$ cat config.mk
export PLATFORM = sky130hd
export DESIGN_NAME = dual_issue_decoder
export DESIGN_NICKNAME = d
export VERILOG_FILES = /design/src/rtl/dual_issue_decoder_pkg.sv /design/src/rtl/rv32_lane_decode.sv /design/src/rtl/dual_issue_decoder.sv
export SDC_FILE = /design/constraint.sdc
export NUM_CORES = 1
export LEC_CHECK = 0
export CAP_MARGIN = 20
export CORE_ASPECT_RATIO = 1.4
export CORE_MARGIN = 2
export CORE_UTILIZATION = 25
export CTS_CLUSTER_SIZE = 14
export DETAILED_ROUTE_END_ITERATION = 10
export GPL_TIMING_DRIVEN = 0
export HOLD_SLACK_MARGIN = 0.05
export REMOVE_ABC_BUFFERS = 1
export SLEW_MARGIN = 25
export SYNTH_ARGS = -nofsm -noshare
export SYNTH_HDL_FRONTEND = slang
export SYNTH_SLANG_ARGS = --single-unit
$ cat constraint.sdc
create_clock -name clk -period 4.27 [get_ports clk]
set_clock_uncertainty 0.15 [all_clocks]
set_input_delay 0.854 -clock clk [delete_from_list [all_inputs] [get_ports clk]]
set_output_delay 0.854 -clock clk [all_outputs]
set_load 0.05 [all_outputs]
$ cat src/rtl/dual_issue_decoder_pkg.sv
// Shared encodings for the dual-issue decode stage (optional DEC_ILLEGAL_FLAG_EN lives in the users).
package dual_issue_decoder_pkg;

    typedef enum logic [3:0] {
        ItR = 4'h0, ItImm = 4'h1, ItLoad = 4'h2, ItStore = 4'h3, ItBranch = 4'h4, ItJal = 4'h5,
        ItJalr = 4'h6, ItLui = 4'h7, ItAuipc = 4'h8, ItEcall = 4'h9, ItNop = 4'hA, ItNone = 4'hB
    } itype_e;

    typedef enum logic [4:0] {
        AluAdd  = 5'h00, AluSub  = 5'h01, AluXor  = 5'h02, AluOr   = 5'h03, AluAnd  = 5'h04,
        AluSll  = 5'h05, AluSrl  = 5'h06, AluSra  = 5'h07, AluSlt  = 5'h08, AluSltu = 5'h09,
        AluAddi = 5'h0A, AluXori = 5'h0B, AluOri  = 5'h0C, AluAndi = 5'h0D, AluSlli = 5'h0E,
        AluSrli = 5'h0F, AluSrai = 5'h11, AluSlti = 5'h12, AluSltiu = 5'h13,
        AluAddr = 5'h14, AluCmp  = 5'h15, AluNone = 5'h1F
    } aluop_e;

    typedef enum logic [3:0] {
        HazStallFromA = 4'h2,
        HazNone       = 4'h9
    } haz_e;

    localparam logic [6:0] OpcReg    = 7'h33;
    localparam logic [6:0] OpcImm    = 7'h13;
    localparam logic [6:0] OpcLoad   = 7'h03;
    localparam logic [6:0] OpcStore  = 7'h23;
    localparam logic [6:0] OpcBranch = 7'h63;
    localparam logic [6:0] OpcJal    = 7'h6F;
    localparam logic [6:0] OpcJalr   = 7'h67;
    localparam logic [6:0] OpcLui    = 7'h37;
    localparam logic [6:0] OpcAuipc  = 7'h17;
    localparam logic [6:0] OpcSystem = 7'h73;

    localparam logic [31:0] NopInstr   = 32'h0000_0013;
    localparam logic [31:0] EcallInstr = 32'h0000_0073;

endpackage

$ cat src/rtl/rv32_lane_decode.sv
// Combinational RV32I single-instruction decode; illegal port exists only with DEC_ILLEGAL_FLAG_EN.
module rv32_lane_decode
    import dual_issue_decoder_pkg::*;
#(
    parameter int unsigned XLEN   = 32,
    parameter int unsigned REG_AW = 5
) (
    input  logic [XLEN-1:0]   instr,
    output itype_e            itype,
    output aluop_e            aluop,
    output logic [REG_AW-1:0] rd,
    output logic [REG_AW-1:0] rs1,
    output logic [REG_AW-1:0] rs2,
    output logic [XLEN-1:0]   imm
`ifdef DEC_ILLEGAL_FLAG_EN
    ,
    output logic              illegal
`endif
);

    logic [31:0] ins;
    logic [31:0] imm32;
    logic [9:0]  fn;
    logic        use_rd, use_rs1, use_rs2;

    assign ins = ins_w(instr);
    assign fn  = {ins[31:25], ins[14:12]};

    function automatic logic [31:0] ins_w(input logic [XLEN-1:0] v);
        return v[31:0];
    endfunction

    always_comb begin
        itype   = ItNone;
        aluop   = AluNone;
        imm32   = '0;
        use_rd  = 1'b0;
        use_rs1 = 1'b0;
        use_rs2 = 1'b0;
        case (ins[6:0])
            OpcReg: begin
                {itype, use_rd, use_rs1, use_rs2} = {ItR, 3'b111};
                case (fn)
                    {7'h00, 3'd0}: aluop = AluAdd;
                    {7'h20, 3'd0}: aluop = AluSub;
                    {7'h00, 3'd1}: aluop = AluSll;
                    {7'h00, 3'd2}: aluop = AluSlt;
                    {7'h00, 3'd3}: aluop = AluSltu;
                    {7'h00, 3'd4}: aluop = AluXor;
                    {7'h00, 3'd5}: aluop = AluSrl;
                    {7'h20, 3'd5}: aluop = AluSra;
                    {7'h00, 3'd6}: aluop = AluOr;
                    {7'h00, 3'd7}: aluop = AluAnd;
                    default:       itype = ItNone;
                endcase
            end
            OpcImm: begin
                if (ins == NopInstr) begin
                    itype = ItNop;
                end else begin
                    {itype, use_rd, use_rs1} = {ItImm, 2'b11};
                    imm32 = {{20{ins[31]}}, ins[31:20]};
                    case (ins[14:12])
                        3'd0: aluop = AluAddi;
                        3'd2: aluop = AluSlti;
                        3'd3: aluop = AluSltiu;
                        3'd4: aluop = AluXori;
                        3'd6: aluop = AluOri;
                        3'd7: aluop = AluAndi;
                        3'd1: if (ins[31:25] == 7'h00) aluop = AluSlli; else itype = ItNone;
                        default: begin
                            if (ins[31:25] == 7'h00)      aluop = AluSrli;
                            else if (ins[31:25] == 7'h20) aluop = AluSrai;
                            else                          itype = ItNone;
                        end
                    endcase
                end
            end
            OpcLoad: begin
                {itype, aluop, use_rd, use_rs1} = {ItLoad, AluAddr, 2'b11};
                imm32 = {{20{ins[31]}}, ins[31:20]};
            end
            OpcStore: begin
                {itype, aluop, use_rs1, use_rs2} = {ItStore, AluAddr, 2'b11};
                imm32 = {{20{ins[31]}}, ins[31:25], ins[11:7]};
            end
            OpcBranch: begin
                {itype, aluop, use_rs1, use_rs2} = {ItBranch, AluCmp, 2'b11};
                imm32 = {{19{ins[31]}}, ins[31], ins[7], ins[30:25], ins[11:8], 1'b0};
            end
            OpcJal: begin
                {itype, use_rd} = {ItJal, 1'b1};
                imm32 = {{11{ins[31]}}, ins[31], ins[19:12], ins[20], ins[30:21], 1'b0};
            end
            OpcJalr: begin
                {itype, aluop, use_rd, use_rs1} = {ItJalr, AluAddr, 2'b11};
                imm32 = {{20{ins[31]}}, ins[31:20]};
            end
            OpcLui: begin
                {itype, use_rd} = {ItLui, 1'b1};
                imm32 = {ins[31:12], 12'h000};
            end
            OpcAuipc: begin
                {itype, aluop, use_rd} = {ItAuipc, AluAddr, 1'b1};
                imm32 = {ins[31:12], 12'h000};
            end
            OpcSystem: if (ins == EcallInstr) itype = ItEcall;
            default: itype = ItNone;
        endcase
        // Anything undecodable carries no operands so it can never create a dependency.
        if (itype == ItNone) begin
            aluop   = AluNone;
            imm32   = '0;
            use_rd  = 1'b0;
            use_rs1 = 1'b0;
            use_rs2 = 1'b0;
        end
    end

    assign rd  = use_rd  ? REG_AW'(ins[11:7])  : '0;
    assign rs1 = use_rs1 ? REG_AW'(ins[19:15]) : '0;
    assign rs2 = use_rs2 ? REG_AW'(ins[24:20]) : '0;
    assign imm = XLEN'($signed(imm32));

`ifdef DEC_ILLEGAL_FLAG_EN
    assign illegal = (itype == ItNone);
`endif

endmodule

$ cat src/rtl/dual_issue_decoder.sv
// Dual-issue RV32I decode stage with intra-pair RAW split; DEC_ILLEGAL_FLAG_EN adds illegal_a/b.
module dual_issue_decoder
    import dual_issue_decoder_pkg::*;
#(
    parameter int unsigned XLEN   = 32,
    parameter int unsigned REG_AW = 5
) (
    input  logic              clk,
    input  logic              reset,
    input  logic              flush,
    input  logic              in_valid,
    output logic              in_ready,
    input  logic [XLEN-1:0]   instr_a,
    input  logic [XLEN-1:0]   instr_b,
    output logic              out_valid,
    input  logic              out_ready,
    output logic              valid_a,
    output logic              valid_b,
    output logic [3:0]        itype_a,
    output logic [3:0]        itype_b,
    output logic [4:0]        aluop_a,
    output logic [4:0]        aluop_b,
    output logic [3:0]        haz_b,
    output logic [REG_AW-1:0] rd_a,
    output logic [REG_AW-1:0] rs1_a,
    output logic [REG_AW-1:0] rs2_a,
    output logic [REG_AW-1:0] rd_b,
    output logic [REG_AW-1:0] rs1_b,
    output logic [REG_AW-1:0] rs2_b,
    output logic [XLEN-1:0]   imm_a,
    output logic [XLEN-1:0]   imm_b
`ifdef DEC_ILLEGAL_FLAG_EN
    ,
    output logic              illegal_a,
    output logic              illegal_b
`endif
);

    typedef struct packed {
        itype_e            itype;
        aluop_e            aluop;
        logic [REG_AW-1:0] rd;
        logic [REG_AW-1:0] rs1;
        logic [REG_AW-1:0] rs2;
        logic [XLEN-1:0]   imm;
`ifdef DEC_ILLEGAL_FLAG_EN
        logic              illegal;
`endif
    } lane_t;

    typedef enum logic [0:0] {StPair, StSplit} state_e;

    state_e state_q;
    lane_t  dec_a, dec_b, lane_a_q, lane_b_q, lane_rst;
    logic   out_valid_q, valid_a_q, valid_b_q;
    haz_e   haz_b_q;
    logic   advance, accept, dep;

    for (genvar g = 0; g < 2; g++) begin : g_lane
        lane_t dec;
        rv32_lane_decode #(.XLEN(XLEN), .REG_AW(REG_AW)) u_dec (
            .instr   (g == 0 ? instr_a : instr_b),
            .itype   (dec.itype),
            .aluop   (dec.aluop),
            .rd      (dec.rd),
            .rs1     (dec.rs1),
            .rs2     (dec.rs2),
            .imm     (dec.imm)
`ifdef DEC_ILLEGAL_FLAG_EN
            ,
            .illegal (dec.illegal)
`endif
        );
    end
    assign dec_a = g_lane[0].dec;
    assign dec_b = g_lane[1].dec;

    always_comb begin
        lane_rst       = '0;
        lane_rst.itype = ItNone;
        lane_rst.aluop = AluNone;
    end

    assign advance  = !out_valid_q || out_ready;
    assign in_ready = (state_q == StPair) && advance;
    assign accept   = in_valid && in_ready;
    // Indices are zeroed when unused, so a plain compare only hits real writes and reads.
    assign dep = (dec_a.rd != '0) && ((dec_a.rd == dec_b.rs1) || (dec_a.rd == dec_b.rs2));

    // Lane B's register doubles as the held copy while split.
    always_ff @(posedge clk) begin
        if (reset || flush) begin
            state_q     <= StPair;
            out_valid_q <= 1'b0;
            valid_a_q   <= 1'b0;
            valid_b_q   <= 1'b0;
            haz_b_q     <= HazNone;
            lane_a_q    <= lane_rst;
            lane_b_q    <= lane_rst;
        end else begin
            unique case (state_q)
                StPair: begin
                    if (accept) begin
                        out_valid_q <= 1'b1;
                        valid_a_q   <= 1'b1;
                        valid_b_q   <= !dep;
                        haz_b_q     <= dep ? HazStallFromA : HazNone;
                        state_q     <= dep ? StSplit : StPair;
                        lane_a_q    <= dec_a;
                        lane_b_q    <= dec_b;
                    end else if (out_ready) begin
                        out_valid_q <= 1'b0;
                        valid_a_q   <= 1'b0;
                        valid_b_q   <= 1'b0;
                    end
                end
                StSplit: begin
                    if (advance) begin
                        out_valid_q <= 1'b1;
                        valid_a_q   <= 1'b0;
                        valid_b_q   <= 1'b1;
                        haz_b_q     <= HazNone;
                        state_q     <= StPair;
                    end
                end
                default: state_q <= StPair;
            endcase
        end
    end

    assign out_valid = out_valid_q;
    assign valid_a   = valid_a_q;
    assign valid_b   = valid_b_q;
    assign haz_b     = haz_b_q;
    assign itype_a   = lane_a_q.itype;
    assign itype_b   = lane_b_q.itype;
    assign aluop_a   = lane_a_q.aluop;
    assign aluop_b   = lane_b_q.aluop;
    assign rd_a      = lane_a_q.rd;
    assign rs1_a     = lane_a_q.rs1;
    assign rs2_a     = lane_a_q.rs2;
    assign rd_b      = lane_b_q.rd;
    assign rs1_b     = lane_b_q.rs1;
    assign rs2_b     = lane_b_q.rs2;
    assign imm_a     = lane_a_q.imm;
    assign imm_b     = lane_b_q.imm;
`ifdef DEC_ILLEGAL_FLAG_EN
    assign illegal_a = lane_a_q.illegal;
    assign illegal_b = lane_b_q.illegal;
`endif

endmodule
==> results.txt, run 1 <==
The pin count of the biggest net entering global routing is 58. Setup slack on the critical path of the routed design comes to 0.125 ns. For the count of pins over their slew limit, the log shows 0.

The detailed-route vias per instance works out to 5.14. Row generation in the floorplan step produced 68 rows. Worst reg-to-reg setup slack: 1.44 ns. Cells with a size suffix above 1 make up 7.38% of the layout.

Pin placement for this block handled 189 I/O pins. Synthesis produced 837 cells. The Yosys step of the flow raised 0 warnings.

Count of endpoints failing setup in the final report: 0. The signal on the critical path passes through clkdlybuf4s50_1 -> nor2_1 -> nand4_1 -> nor3_4 -> buf_4 -> o2111a_1 -> a31oi_4 -> buf_4 -> o211a_1 -> a2111oi_2 -> a22oi_1 -> nor3_1 -> a21oi_1. The tree is rooted in a sky130_fd_sc_hd__clkbuf_16. The die is 190 um tall. Dividing the synthesized area by the synthesized cell count gives 7.36 sq um. For this run, the post-layout net count is 1,059. For the count of H-tree levels built during CTS, the log shows 4. The number of antenna violations at the first check in global routing is 0. For this block, the initial DRC count from the detailed router was 465. The layout has 2,531 filler cells. Routability-driven placement finished with a final weighted congestion of 0.861. The total power per unit cell area came out at 326 mW/mm^2. STA classifies the critical path startpoint as an input pin.

The run gives 0.41 ns as the clock network latency to the later pin of the worst-skew pair. The predominant post-synthesis flop cell is sky130_fd_sc_hd__dfxtp_1. The number of port buffers came out at 187. The kind of cell adding the most delay to the critical path is compound AO/OA/AOI/OAI gates. The measured slew at the worst slew-check pin works out to 0.907 ns. The worst path uses 97.1% of the clock period. The tools report the final global-route overflow total as 0.

After clock tree synthesis, the clock-pin slew on the worst setup and hold paths is 0.06 ns. The highest cell delay on the worst timing path works out to 0.66 ns. TritonCTS built the clock tree. The synthesized design contains 0 enable-type register cells. The critical path contains buffers and inverters numbering 3 combined. The logs give 0.0244 sq mm for the area inside the core boundary and -1.25 ns for the pre-CTS setup slack. The most frequent cell on the critical path is sky130_fd_sc_hd__buf_4. After detailed routing, the total wire length is 23.3 mm.

The tools report the endpoint type of the worst setup path as a flip-flop. For this run, asynchronously set or reset flops after synthesis account for 0%. Counting flops and latches in the post-synthesis netlist gives 118. Slowest library cell on the worst path: sky130_fd_sc_hd__clkdlybuf4s50_1.

The count of cell types in the netlist is 64. The number of maximum-capacitance constraint violations is 0. For this design the total switching power over the nets is 0.773 mW. In this run switching power makes up 26.1% of total power.

The initial utilization of the core area, before any placement, comes to 25.2%. Via count of the first global-routing pass: 6,603. The logs give 37.4% for the sequential share of power and 0 for the count of hold buffers inserted by post-cts repair. The total iterations of the first detailed-routing run came out at 5. In this run, the combinational gates consume 10.9% of the power. The flow ran to the end, and the final reports show no timing, DRC or antenna violations. For the worst setup path, the data required time is 4.41 ns.

The worst setup path is of the in2reg kind. The repair_antennas step left the layout with diodes totalling 0. The internal power of the cells totals 2.18 mW.

Measured along the x axis, the die boundary spans 137 um. Once detail routing completed, the nets flagged for antenna violations numbered 0. Final hold violation count: 0. The leakage power figure was 2.96 nW; the average detailed-routed wire length per instance was 17.6 um. Compared with the post-synthesis result, the final layout area differs by 47.0%. Summing over every cut layer, the via total after detailed routing is 6,774. Global routing used 17.9% of the available tracks. The minimum clock period is 4.14 ns.

For this run, design rule violations remaining after detail routing come to 0. Counting the buffers created by CTS gives 17. Across the VDD grid, the largest voltage drop is 0.278 mV. The clock network accounts for 51.6% of the total power. In this run the worst hold path is classified as reg2reg.

For this run, the register share of the synthesized area comes to 38.3%. The HPWL after detailed placement is 16.9 mm. The top fanout value on the critical path was 15.

The synthesized netlist occupies a cell area of 0.00616 sq mm. The run gives 2.96 mW as the final total power. The run gives 0 ns as the total negative slack for setup checks. Based on the critical path, the design can be clocked at up to 241 MHz. The wire length of the first global-routing pass was 36.2 mm. The worst slew slack as a fraction of its limit was 39.1%. The maximum root-to-sink buffer count came out at 2. The die covers 0.0259 sq mm. Counting every sink on the clock net gives 118.

STA puts the critical path data arrival time at 4.29 ns.
power groups by stage:
stage	combinational [mW]	clock (mW)	sequential, mW
finish	0.323	1.53	1.11
CTS	0.319	1.56	1.11
detailed placement	0.315	0	1.13
floorplan	0.118	0	1.14
global route	0.349	1.61	1.11
global placement	0.302	0	1.13
flip-flops by register name (all words and copies together) (netlist names):
register,cells
state_q,1
rs2_b,5
imm_b,32
rs2_a,5
aluop_a,5
out_valid,1
valid_a,1
imm_a,32
rs1_a,5
aluop_b,5
valid_b,1
itype_b,4
rs1_b,5
haz_b,2
rd_a,5
itype_a,4
rd_b,5
through the flow:
| step | util [%] | hold slack [ns] | std cells | instance area, sq um |
|---|---|---|---|---|
| finish | 37.1 | 0.301 | 1318 | 9060 |
| global route | 37.1 | 0.323 | 1318 | 9060 |
| CTS | 36.7 | 0.304 | 1310 | 8970 |
| detailed placement | 34.0 | 0.294 | 1277 | 8290 |
| global placement | 33.4 | 0.290 | 1272 | 8160 |
| floorplan | - | 0.385 | 770 | 5890 |
Yosys cell counts (4+ instances only):
cell type | instances | area (sq um)
sky130_fd_sc_hd__a211oi_1 | 7 | 52.6
sky130_fd_sc_hd__a21o_1 | 6 | 45.0
sky130_fd_sc_hd__a21oi_1 | 112 | 561
sky130_fd_sc_hd__a22oi_1 | 39 | 293
sky130_fd_sc_hd__a2bb2oi_1 | 15 | 131
sky130_fd_sc_hd__a31oi_1 | 8 | 50.1
sky130_fd_sc_hd__and2_1 | 4 | 25.0
sky130_fd_sc_hd__and3_1 | 9 | 56.3
sky130_fd_sc_hd__buf_1 | 4 | 15.0
sky130_fd_sc_hd__clkbuf_1 | 59 | 221
sky130_fd_sc_hd__dfxtp_1 | 118 | 2360
sky130_fd_sc_hd__inv_1 | 8 | 30.0
sky130_fd_sc_hd__nand2_1 | 71 | 267
sky130_fd_sc_hd__nand2b_1 | 18 | 113
sky130_fd_sc_hd__nand3_1 | 28 | 140
sky130_fd_sc_hd__nand3b_1 | 6 | 45.0
sky130_fd_sc_hd__nand4_1 | 8 | 50.1
sky130_fd_sc_hd__nor2_1 | 159 | 597
sky130_fd_sc_hd__nor2b_1 | 12 | 75.1
sky130_fd_sc_hd__nor3_1 | 15 | 75.1
sky130_fd_sc_hd__nor4_1 | 11 | 68.8
sky130_fd_sc_hd__o211ai_1 | 7 | 52.6
sky130_fd_sc_hd__o21ai_0 | 31 | 155
sky130_fd_sc_hd__o22ai_1 | 5 | 31.3
sky130_fd_sc_hd__o31ai_1 | 8 | 60.1
sky130_fd_sc_hd__o32ai_1 | 4 | 35.0
sky130_fd_sc_hd__or2_2 | 4 | 25.0
sky130_fd_sc_hd__or3_1 | 6 | 37.5
sky130_fd_sc_hd__xnor2_1 | 5 | 43.8
worst register-to-register path, delay by kind of cell, from the launching register on:
| kind | cells | cell delay (ns) |
|---|---|---|
| flip-flops | 1 | 0.32 |
| buffers and inverters | 1 | 0.35 |
| AND/OR/NAND/NOR | 6 | 1.48 |
| AO/OA/AOI/OAI | 2 | 0.47 |
cell type report:
class                   count  area (sq um)  area share (%)
clock inverters            13           173            1.91
clock buffers              19           453            5.00
inverters                   8          30.0           0.331
multi-input cells         644          3610            39.8
flip-flops and latches    118          2360            26.1
well taps                 315           394            4.35
repair buffers            201          2040            22.5
cell families after synthesis:
kind of cell / count (synthesis) / share of synthesized area, %
multiplexers: 2 / 0.528
flip-flops: 118 / 38.3
XOR/XNOR: 8 / 1.14
AO/OA/AOI/OAI: 268 / 27.5
AND/OR/NAND/NOR: 365 / 27.6
other: 1 / 0.0609
buffers and inverters: 75 / 4.83
layout by cell type, fill, tap and decap left out, drive strengths merged, types with 9 or more instances in the layout:
cell type,count
nand3,28
nor2,159
nor2b,12
nor3,16
buf,14
a22oi,39
nor4,12
nand2b,18
a21oi,112
a2bb2oi,15
o21ai,32
and3,9
dfxtp,118
inv,10
nand2,71
clkbuf,19
clkdlybuf4s50,184
routing by layer:
metal / GRT usage, % / up-vias / share of wire (%)
met3: 4.74 / 39 / 6.5
met4: 6.89 / 0 / 2.8
met2: 31.3 / 232 / 50
li1: - / 3316 / -
met1: 20.6 / 3187 / 41
met5: 0 / - / 0
repair_timing:
item                                    in CTS  in global routing
gates resized for setup                     11                  8
pin swaps                                    1                  3
setup buffers                                1                  8
endpoints found under the setup margin      70                 16
worst paths after layout:
path	end	depth (start not counted)	startpoint
worst max-delay path	valid_b$_SDFFE_PP0P_	13	instr_b[14]
worst min-delay path	rd_a[0]$_SDFFE_PP0P_	2	rd_a[0]$_SDFFE_PP0P_
worst max register to register	imm_a[10]$_SDFFE_PP0P_	9	out_valid$_SDFFE_PP0P_
worst min register to register	rd_a[0]$_SDFFE_PP0P_	2	rd_a[0]$_SDFFE_PP0P_
Power figures use the tool's default switching activity.
==> run 2, diff against run 1 <==
- CORE_MARGIN: 2 -> 5
==> results.txt, run 2 (synthesized netlist as in run 1, its figures left out) <==
The tools report the final RePlAce weighted congestion as 0.887 (was 0.861). The most common cell after layout, fill and taps aside was sky130_fd_sc_hd__clkdlybuf4s50_1 (unchanged). The run finished with clean final reports.

The tools report the worst setup margin as 0.0381 ns (was 0.125 ns). The CTS root buffer was sky130_fd_sc_hd__clkbuf_16 (unchanged). The detailed-route wire length is 23.9 mm (was 23.3 mm). The top achievable clock speed is 236 MHz (was 241 MHz). Leakage power figure: 2.98 nW (was 2.96 nW). The slowest library cell on the worst path was sky130_fd_sc_hd__clkdlybuf4s50_1 (unchanged). The number of nets still failing antenna checks after routing came out at 0 (unchanged). Worst min-delay path class: reg2reg (unchanged).

The worst setup path category was in2reg (unchanged). The run gives 0 (unchanged) as the number of maximum-capacitance constraint violations. The total buffers and inverters traversed by the critical path is 2 (was 3), and the final global-route overflow total is 0 (unchanged). The number of DRC violations after detailed routing came out at 0 (unchanged).

Cell-by-cell listing of the critical path: clkdlybuf4s50_1 -> nand2b_2 -> or3_1 -> a21o_1 -> and2_1 -> a31oi_4 -> o32ai_1 -> a2111oi_2 -> a22oi_1 -> nor4_2 -> buf_4 -> nor2_1 (was clkdlybuf4s50_1 -> nor2_1 -> nand4_1 -> nor3_4 -> buf_4 -> o2111a_1 -> a31oi_4 -> buf_4 -> o211a_1 -> a2111oi_2 -> a22oi_1 -> nor3_1 -> a21oi_1). The die footprint was 0.0279 sq mm (was 0.0259 sq mm); the total power per unit cell area was 334 mW/mm^2 (was 326 mW/mm^2). TritonCTS built the clock tree. The placement-stage cell area was 0.00829 sq mm (about the same).

The top fanout value on the critical path works out to 14 (was 15). The total number of vias was 6,812 (was 6,774). The logs give 4.43 ns (was 4.41 ns) for the required arrival time at the worst endpoint and 1,056 (was 1,059) for the final layout net count.

The average detailed-routed wire length per instance is 18.2 um (was 17.6 um). The number of cells traversed by the worst hold path is 2 (unchanged), and the effective utilization at floorplan is 25.1% (was 25.2%). The all-layer global routing usage was 16.8% (was 17.9%); the signed area change from the synthesized netlist to the final layout was 47.3% (was 47.0%). The critical path arrival was 4.39 ns (was 4.29 ns). The run gives 2 (unchanged) as the maximum root-to-sink buffer count. Setup repair after global routing could not meet its margin everywhere.

The number of top-level pins is 189 (unchanged). Endpoint type of the worst setup path: a flip-flop (unchanged). The number of inserted filler cells in the final layout is 2,571 (was 2,531), and the multi-input combinational cell area is 0.00362 sq mm (was 0.00361 sq mm). The number of port buffers is 187 (unchanged). The post-CTS clock slew at the launch and capture registers of the worst setup and hold paths is 0.06 ns (about the same). The worst slew slack as a fraction of its limit was 35.1% (was 39.1%); the total negative slack for setup checks was 0 ns (unchanged). The logs give 37.0% (was 37.1%) for the utilization after layout and 405 (was 465) for the number of design-rule violations left by the first detailed-router iteration. The logs give 0.0245 sq mm (was 0.0244 sq mm) for the area inside the core boundary and 118 (unchanged) for the clock sink total.

For the number of buffers created by CTS, the log shows 17 (unchanged). The number of antenna violations at the first check in global routing was 0 (unchanged); the cell count along the critical path was 12 (was 13). Antenna diode instance count: 0 (unchanged).

The wire length of the first global-routing pass was 37.3 mm (was 36.2 mm); the clock network latency to the later pin of the worst-skew pair was 0.41 ns (about the same). The run gives 0 (unchanged) as the count of endpoints failing setup in the final report. Pre-CTS setup slack: -1.24 ns (was -1.25 ns). The die extent in y was 196 um (was 190 um); the fraction of final layout cells sized beyond drive strength 1 was 7.20% (was 7.38%). The count of H-tree levels built during CTS came out at 4 (unchanged).

The tools report the count of hold buffers inserted by post-cts repair as 0 (unchanged). Worst hold margin: 0.299 ns (was 0.301 ns). The tools report the via count of the first global-routing pass as 6,675 (was 6,603). Summed area of non-filler cells in the final layout: 0.00908 sq mm (was 0.00906 sq mm).

The run gives 5 (unchanged) as the total iterations of the first detailed-routing run. Kind of cell adding the most delay to the critical path: compound AO/OA/AOI/OAI gates (unchanged). The die width was 143 um (was 137 um); the flip-flop and latch area was 0.00236 sq mm (unchanged).

The highest cell delay on the worst timing path came out at 0.67 ns (was 0.66 ns). The HPWL after detailed placement came out at 17.4 mm (was 16.9 mm). The minimum clock period was 4.23 ns (was 4.14 ns); the final cycle utilization of the critical path was 99.1% (was 97.1%). The count of pins over their slew limit is 0 (unchanged). The detailed-route vias per instance is 5.18 (was 5.14), and the worst IR drop on VDD is 0.259 mV (was 0.278 mV).

The final hold violation count is 0 (unchanged). For the number of rows in the core area, the log shows 68 (unchanged). Top library cells by usage in the layout, fill and taps aside: sky130_fd_sc_hd__clkdlybuf4s50_1, sky130_fd_sc_hd__nor2_1, sky130_fd_sc_hd__dfxtp_1 (unchanged). The pin count of the biggest net entering global routing is 60 (was 58), and the count of cells along the worst register-to-register path is 9 (unchanged).

The kind of launch point of the worst setup path is an input pin (unchanged). Measured slew at the worst slew-check pin: 0.967 ns (was 0.907 ns).
-- run 2: cell count changes in the layout (fill, tap and decap cells not counted), moves of 2 or more --
cell / change
sky130_fd_sc_hd__buf_4: -3
sky130_fd_sc_hd__bufinv_16: +2
sky130_fd_sc_hd__clkinv_2: +2
sky130_fd_sc_hd__clkinv_4: -2
sky130_fd_sc_hd__inv_6: -2
-- run 2: final cells by class --
cell class | count | share of cell area (%)
Clock buffer | 20 | 5.03
Clock inverter | 12 | 2.21
Inverter | 8 | 0.331
Multi-Input combinational cell | 644 | 39.8
Sequential cell | 118 | 26.0
Tap cell | 315 | 4.34
Timing Repair Buffer | 198 | 22.2
-- run 2: final timing paths --
kind / start / endpoint / slack [ns]
worst max-delay path: instr_b[6] / haz_b[0]$_SDFFE_PP1P_ / 0.04
worst min register to register: itype_a[2]$_SDFFE_PP0P_ / itype_a[2]$_SDFFE_PP0P_ / 0.30
worst min-delay path: itype_a[2]$_SDFFE_PP0P_ / itype_a[2]$_SDFFE_PP0P_ / 0.30
worst max register to register: out_valid$_SDFFE_PP0P_ / imm_a[8]$_SDFFE_PP0P_ / 1.49
-- run 2: what timing repair did --
item / 4_1_cts / 5_1_grt
gates resized for setup: 9 / 13
setup endpoints to repair: 47 / 33
pin swaps: 1 / 2
setup buffers: 1 / 5
-- run 2: worst reg2reg max path: stages (launching register included) --
cell and delay, ns:
sky130_fd_sc_hd__dfxtp_1 0.32, sky130_fd_sc_hd__nor2b_1 0.17, sky130_fd_sc_hd__nor2_1 0.24, sky130_fd_sc_hd__nand2_4 0.37, sky130_fd_sc_hd__buf_16 0.34, sky130_fd_sc_hd__a21oi_1 0.35
sky130_fd_sc_hd__nand2b_4 0.25, sky130_fd_sc_hd__nor2_2 0.33, sky130_fd_sc_hd__a22oi_1 0.11, sky130_fd_sc_hd__nor2_1 0.09
-- run 2: per-stage QoR --
| stage | std cells | total power [mW] |
|---|---|---|
| after floorplan | 770 | 1.26 |
| after global placement | 1272 | 1.43 |
| after detailed placement | 1277 | 1.45 |
| after CTS | 1310 | 3.08 |
| after global routing | 1315 | 3.16 |
| final | 1315 | 3.04 |
-- run 2: metal layers --
metal	wire length, um	global-route usage, %	part of all wire [%]	up-vias
li1	-	-	-	3310
met1	9550	18.7	40	3236
met2	12400	30.9	52	238
met3	1560	4.44	6.5	28
met4	356	4.65	1.5	0
met5	0	0	0	-
-- run 2: where the power goes --
group	leakage, nW	internal, mW	switching [mW]
Clock	0.312	1.07	0.543
Sequential	0.952	1.11	0.00192
Combinational	1.71	0.120	0.198
Total	2.98	2.29	0.744
==> run 3, diff against run 2 <==
- REMOVE_ABC_BUFFERS: 1 -> unset
==> results.txt, run 3 (synthesized netlist as in run 1, its figures left out) <==
The HPWL after detailed placement is 20.8 mm (was 17.4 mm). The run gives 0 (unchanged) as the antenna diode instance count. Final cycle utilization of the critical path: 97.7% (was 99.1%).

The pin count of the biggest net entering global routing was 17 (was 60). The tools report the final instance count without filler cells as 1,371 (was 1,315). The via count of the first global-routing pass came out at 7,045 (was 6,675). The top fanout value on the critical path was 10 (was 14).

The most common cell after layout, fill and taps aside was sky130_fd_sc_hd__clkdlybuf4s50_1 (unchanged). The worst slew slack as a fraction of its limit is 49.0% (was 35.1%), and the worst hold margin is 0.303 ns (was 0.299 ns). For the clock share of power, the log shows 51.2% (was 53.0%).

The maximum root-to-sink buffer count came out at 2 (unchanged). The run finished with clean final reports. The logs give 40.5 mm (was 37.3 mm) for the wire length of the first global-routing pass and 240 MHz (was 236 MHz) for the top achievable clock speed.

The logs give 2,626 (was 2,571) for the number of inserted filler cells in the final layout and 0.0279 sq mm (unchanged) for the die footprint. Area inside the core boundary: 0.0245 sq mm (unchanged). The number of top-level pins was 189 (unchanged). The tools report the number of maximum-capacitance constraint violations as 0 (unchanged). The worst IR drop on VDD is 0.290 mV (was 0.259 mV).

Setup repair after global routing left no endpoint under its margin. The flip-flop and latch area is 0.00236 sq mm (unchanged), and the signed area change from the synthesized netlist to the final layout is 48.8% (was 47.3%). The net switching power figure was 0.767 mW (was 0.744 mW). The worst min-delay path class is reg2reg (unchanged). For the total number of vias, the log shows 7,052 (was 6,812). TritonCTS built the clock tree. The endpoint type of the worst setup path was a flip-flop (unchanged). The number of antenna violations at the first check in global routing came out at 0 (unchanged). The worst setup path category is in2reg (unchanged). The total iterations of the first detailed-routing run was 7 (was 5); the critical path arrival was 4.32 ns (was 4.39 ns). The number of buffers created by CTS is 17 (unchanged). For the number of DRC violations after detailed routing, the log shows 0 (unchanged). The tools report the count of hold buffers inserted by post-cts repair as 0 (unchanged).

The sequential share of power was 37.5% (was 36.5%); the final hold violation count was 0 (unchanged). The cell count after placement was 1,333 (was 1,277). The number of design-rule violations left by the first detailed-router iteration is 585 (was 405), and the all-layer global routing usage is 18.7% (was 16.8%). The run gives 0.926 (was 0.887) as the final RePlAce weighted congestion. The switching fraction of total power works out to 26.0% (was 24.5%). The CTS root buffer is sky130_fd_sc_hd__clkbuf_16 (unchanged). The count of endpoints failing setup in the final report came out at 0 (unchanged). The logs give 3.01 nW (was 2.98 nW) for the leakage power figure and 68 (unchanged) for the number of rows in the core area. The average detailed-routed wire length per instance was 19.6 um (was 18.2 um); the effective utilization at floorplan was 25.1% (unchanged). The number of port buffers works out to 181 (was 187). Counting every net in the synthesized netlist gives 906. The measured slew at the worst slew-check pin was 0.760 ns (was 0.967 ns). Top library cells by usage in the layout, fill and taps aside: sky130_fd_sc_hd__clkdlybuf4s50_1, sky130_fd_sc_hd__nor2_1, sky130_fd_sc_hd__dfxtp_1 (unchanged). The post-CTS clock slew at the launch and capture registers of the worst setup and hold paths was 0.06 ns (about the same). The run gives 0 (unchanged) as the final global-route overflow total. The share of total power in combinational logic came out at 11.3% (was 10.5%).

The logs give 4 (unchanged) for the count of H-tree levels built during CTS and 26.9 mm (was 23.9 mm) for the detailed-route wire length. The die extent in y was 196 um (unchanged); the minimum clock period was 4.17 ns (was 4.23 ns). The multi-input combinational cell area came out at 0.00361 sq mm (was 0.00362 sq mm). The tools report the final total power as 2.95 mW (was 3.04 mW). The count of pins over their slew limit came out at 0 (unchanged).

Final layout net count: 1,113 (was 1,056). For the clock network latency to the later pin of the worst-skew pair, the log shows 0.42 ns (was 0.41 ns). The internal power consumption came out at 2.19 mW (was 2.29 mW). The clock sink total is 118 (unchanged).

The placement-stage cell area was 0.00837 sq mm (was 0.00829 sq mm). The die width is 143 um (unchanged), and the summed area of non-filler cells in the final layout is 0.00917 sq mm (was 0.00908 sq mm). The tools report the required arrival time at the worst endpoint as 4.42 ns (was 4.43 ns). Number of nets still failing antenna checks after routing: 0 (unchanged). The total power per unit cell area came out at 322 mW/mm^2 (was 334 mW/mm^2). The kind of launch point of the worst setup path was an input pin (unchanged). The fraction of final layout cells sized beyond drive strength 1 is 7.29% (was 7.20%), and the detailed-route vias per instance is 5.14 (was 5.18).
==> run 3: cell types whose count changed in the layout (fill, tap and decap cells not counted), sizes merged <==
cell,change
dlymetal6s2s,+1
clkdlybuf4s50,-6
dlygate4sd2,-1
bufinv,-2
clkbuf,+58
clkinv,-1
clkinvlp,-1
buf,+6
inv,+2
==> run 3: cell type report <==
type                       count  share of cell area, %
sequential                   118                   25.8
multi-input combinational    644                   39.4
timing repair buffer         189                   20.5
clock inverter                10                   1.58
buffer                        66                   3.00
tap                          315                   4.30
clock buffer                  21                   5.13
inverter                       8                  0.327
==> run 3: stage by stage <==
| step | TNS, ns | worst slack [ns] | util (%) |
|---|---|---|---|
| 2_1_floorplan | 0 | 0.299 | - |
| 3_3_place_gp | -53.82 | -1.09 | 34.2 |
| 3_5_place_dp | -55.60 | -1.13 | 34.2 |
| 4_1_cts | 0 | 0.0193 | 36.9 |
| 5_1_grt | 0 | 0.00608 | 37.4 |
| 6_report | 0 | 0.0993 | 37.4 |
==> run 3: layer usage <==
metal  routed length [um]  vias to the layer above  global-route usage [%]  share of wire (%)
met3                 1720                       58                    4.90                6.4
met5                    0                        -                       0                  0
met1                10400                     3319                    20.6                 39
met4                 1030                        0                    8.03                3.8
met2                13700                      259                    33.5                 51
li1                     -                     3416                       -                  -
==> run 3: path summary, 6_finish.rpt <==
| path | start | endpoint | slack [ns] | cells after the start |
|---|---|---|---|---|
| worst min-delay path | rs2_b[3]$_SDFFE_PP0P_ | rs2_b[3]$_SDFFE_PP0P_ | 0.30 | 2 |
| worst min register to register | rs2_b[3]$_SDFFE_PP0P_ | rs2_b[3]$_SDFFE_PP0P_ | 0.30 | 2 |
| worst max-delay path | instr_b[6] | valid_b$_SDFFE_PP0P_ | 0.1 | 14 |
| worst max register to register | out_valid$_SDFFE_PP0P_ | imm_b[0]$_SDFFE_PP0P_ | 1.58 | 7 |
==> run 3: power groups by stage <==
stage               combinational [mW]  clock [mW]  sequential, mW
floorplan                        0.149           0            1.14
global placement                 0.326           0            1.13
detailed placement               0.325           0            1.13
CTS                              0.328        1.54            1.11
global route                     0.358        1.59            1.11
finish                           0.335        1.51            1.11
==> run 3: worst max-delay path: stages <==
cell and delay, ns:
sky130_fd_sc_hd__clkdlybuf4s50_1 0.50, sky130_fd_sc_hd__nand2b_1 0.19, sky130_fd_sc_hd__clkbuf_1 0.22, sky130_fd_sc_hd__or3_1 0.51
sky130_fd_sc_hd__a21o_1 0.23, sky130_fd_sc_hd__o2111a_1 0.20, sky130_fd_sc_hd__a31oi_2 0.28, sky130_fd_sc_hd__clkbuf_2 0.28
sky130_fd_sc_hd__a211oi_1 0.10, sky130_fd_sc_hd__a2111oi_4 0.32, sky130_fd_sc_hd__a22oi_2 0.17, sky130_fd_sc_hd__buf_4 0.15
sky130_fd_sc_hd__nor3_2 0.20, sky130_fd_sc_hd__a21oi_1 0.10
==> run 3: what timing repair did <==
item,CTS,global route
gates resized for setup,15,20
setup endpoints to repair,42,56
setup buffers,0,8
pin swaps,2,5
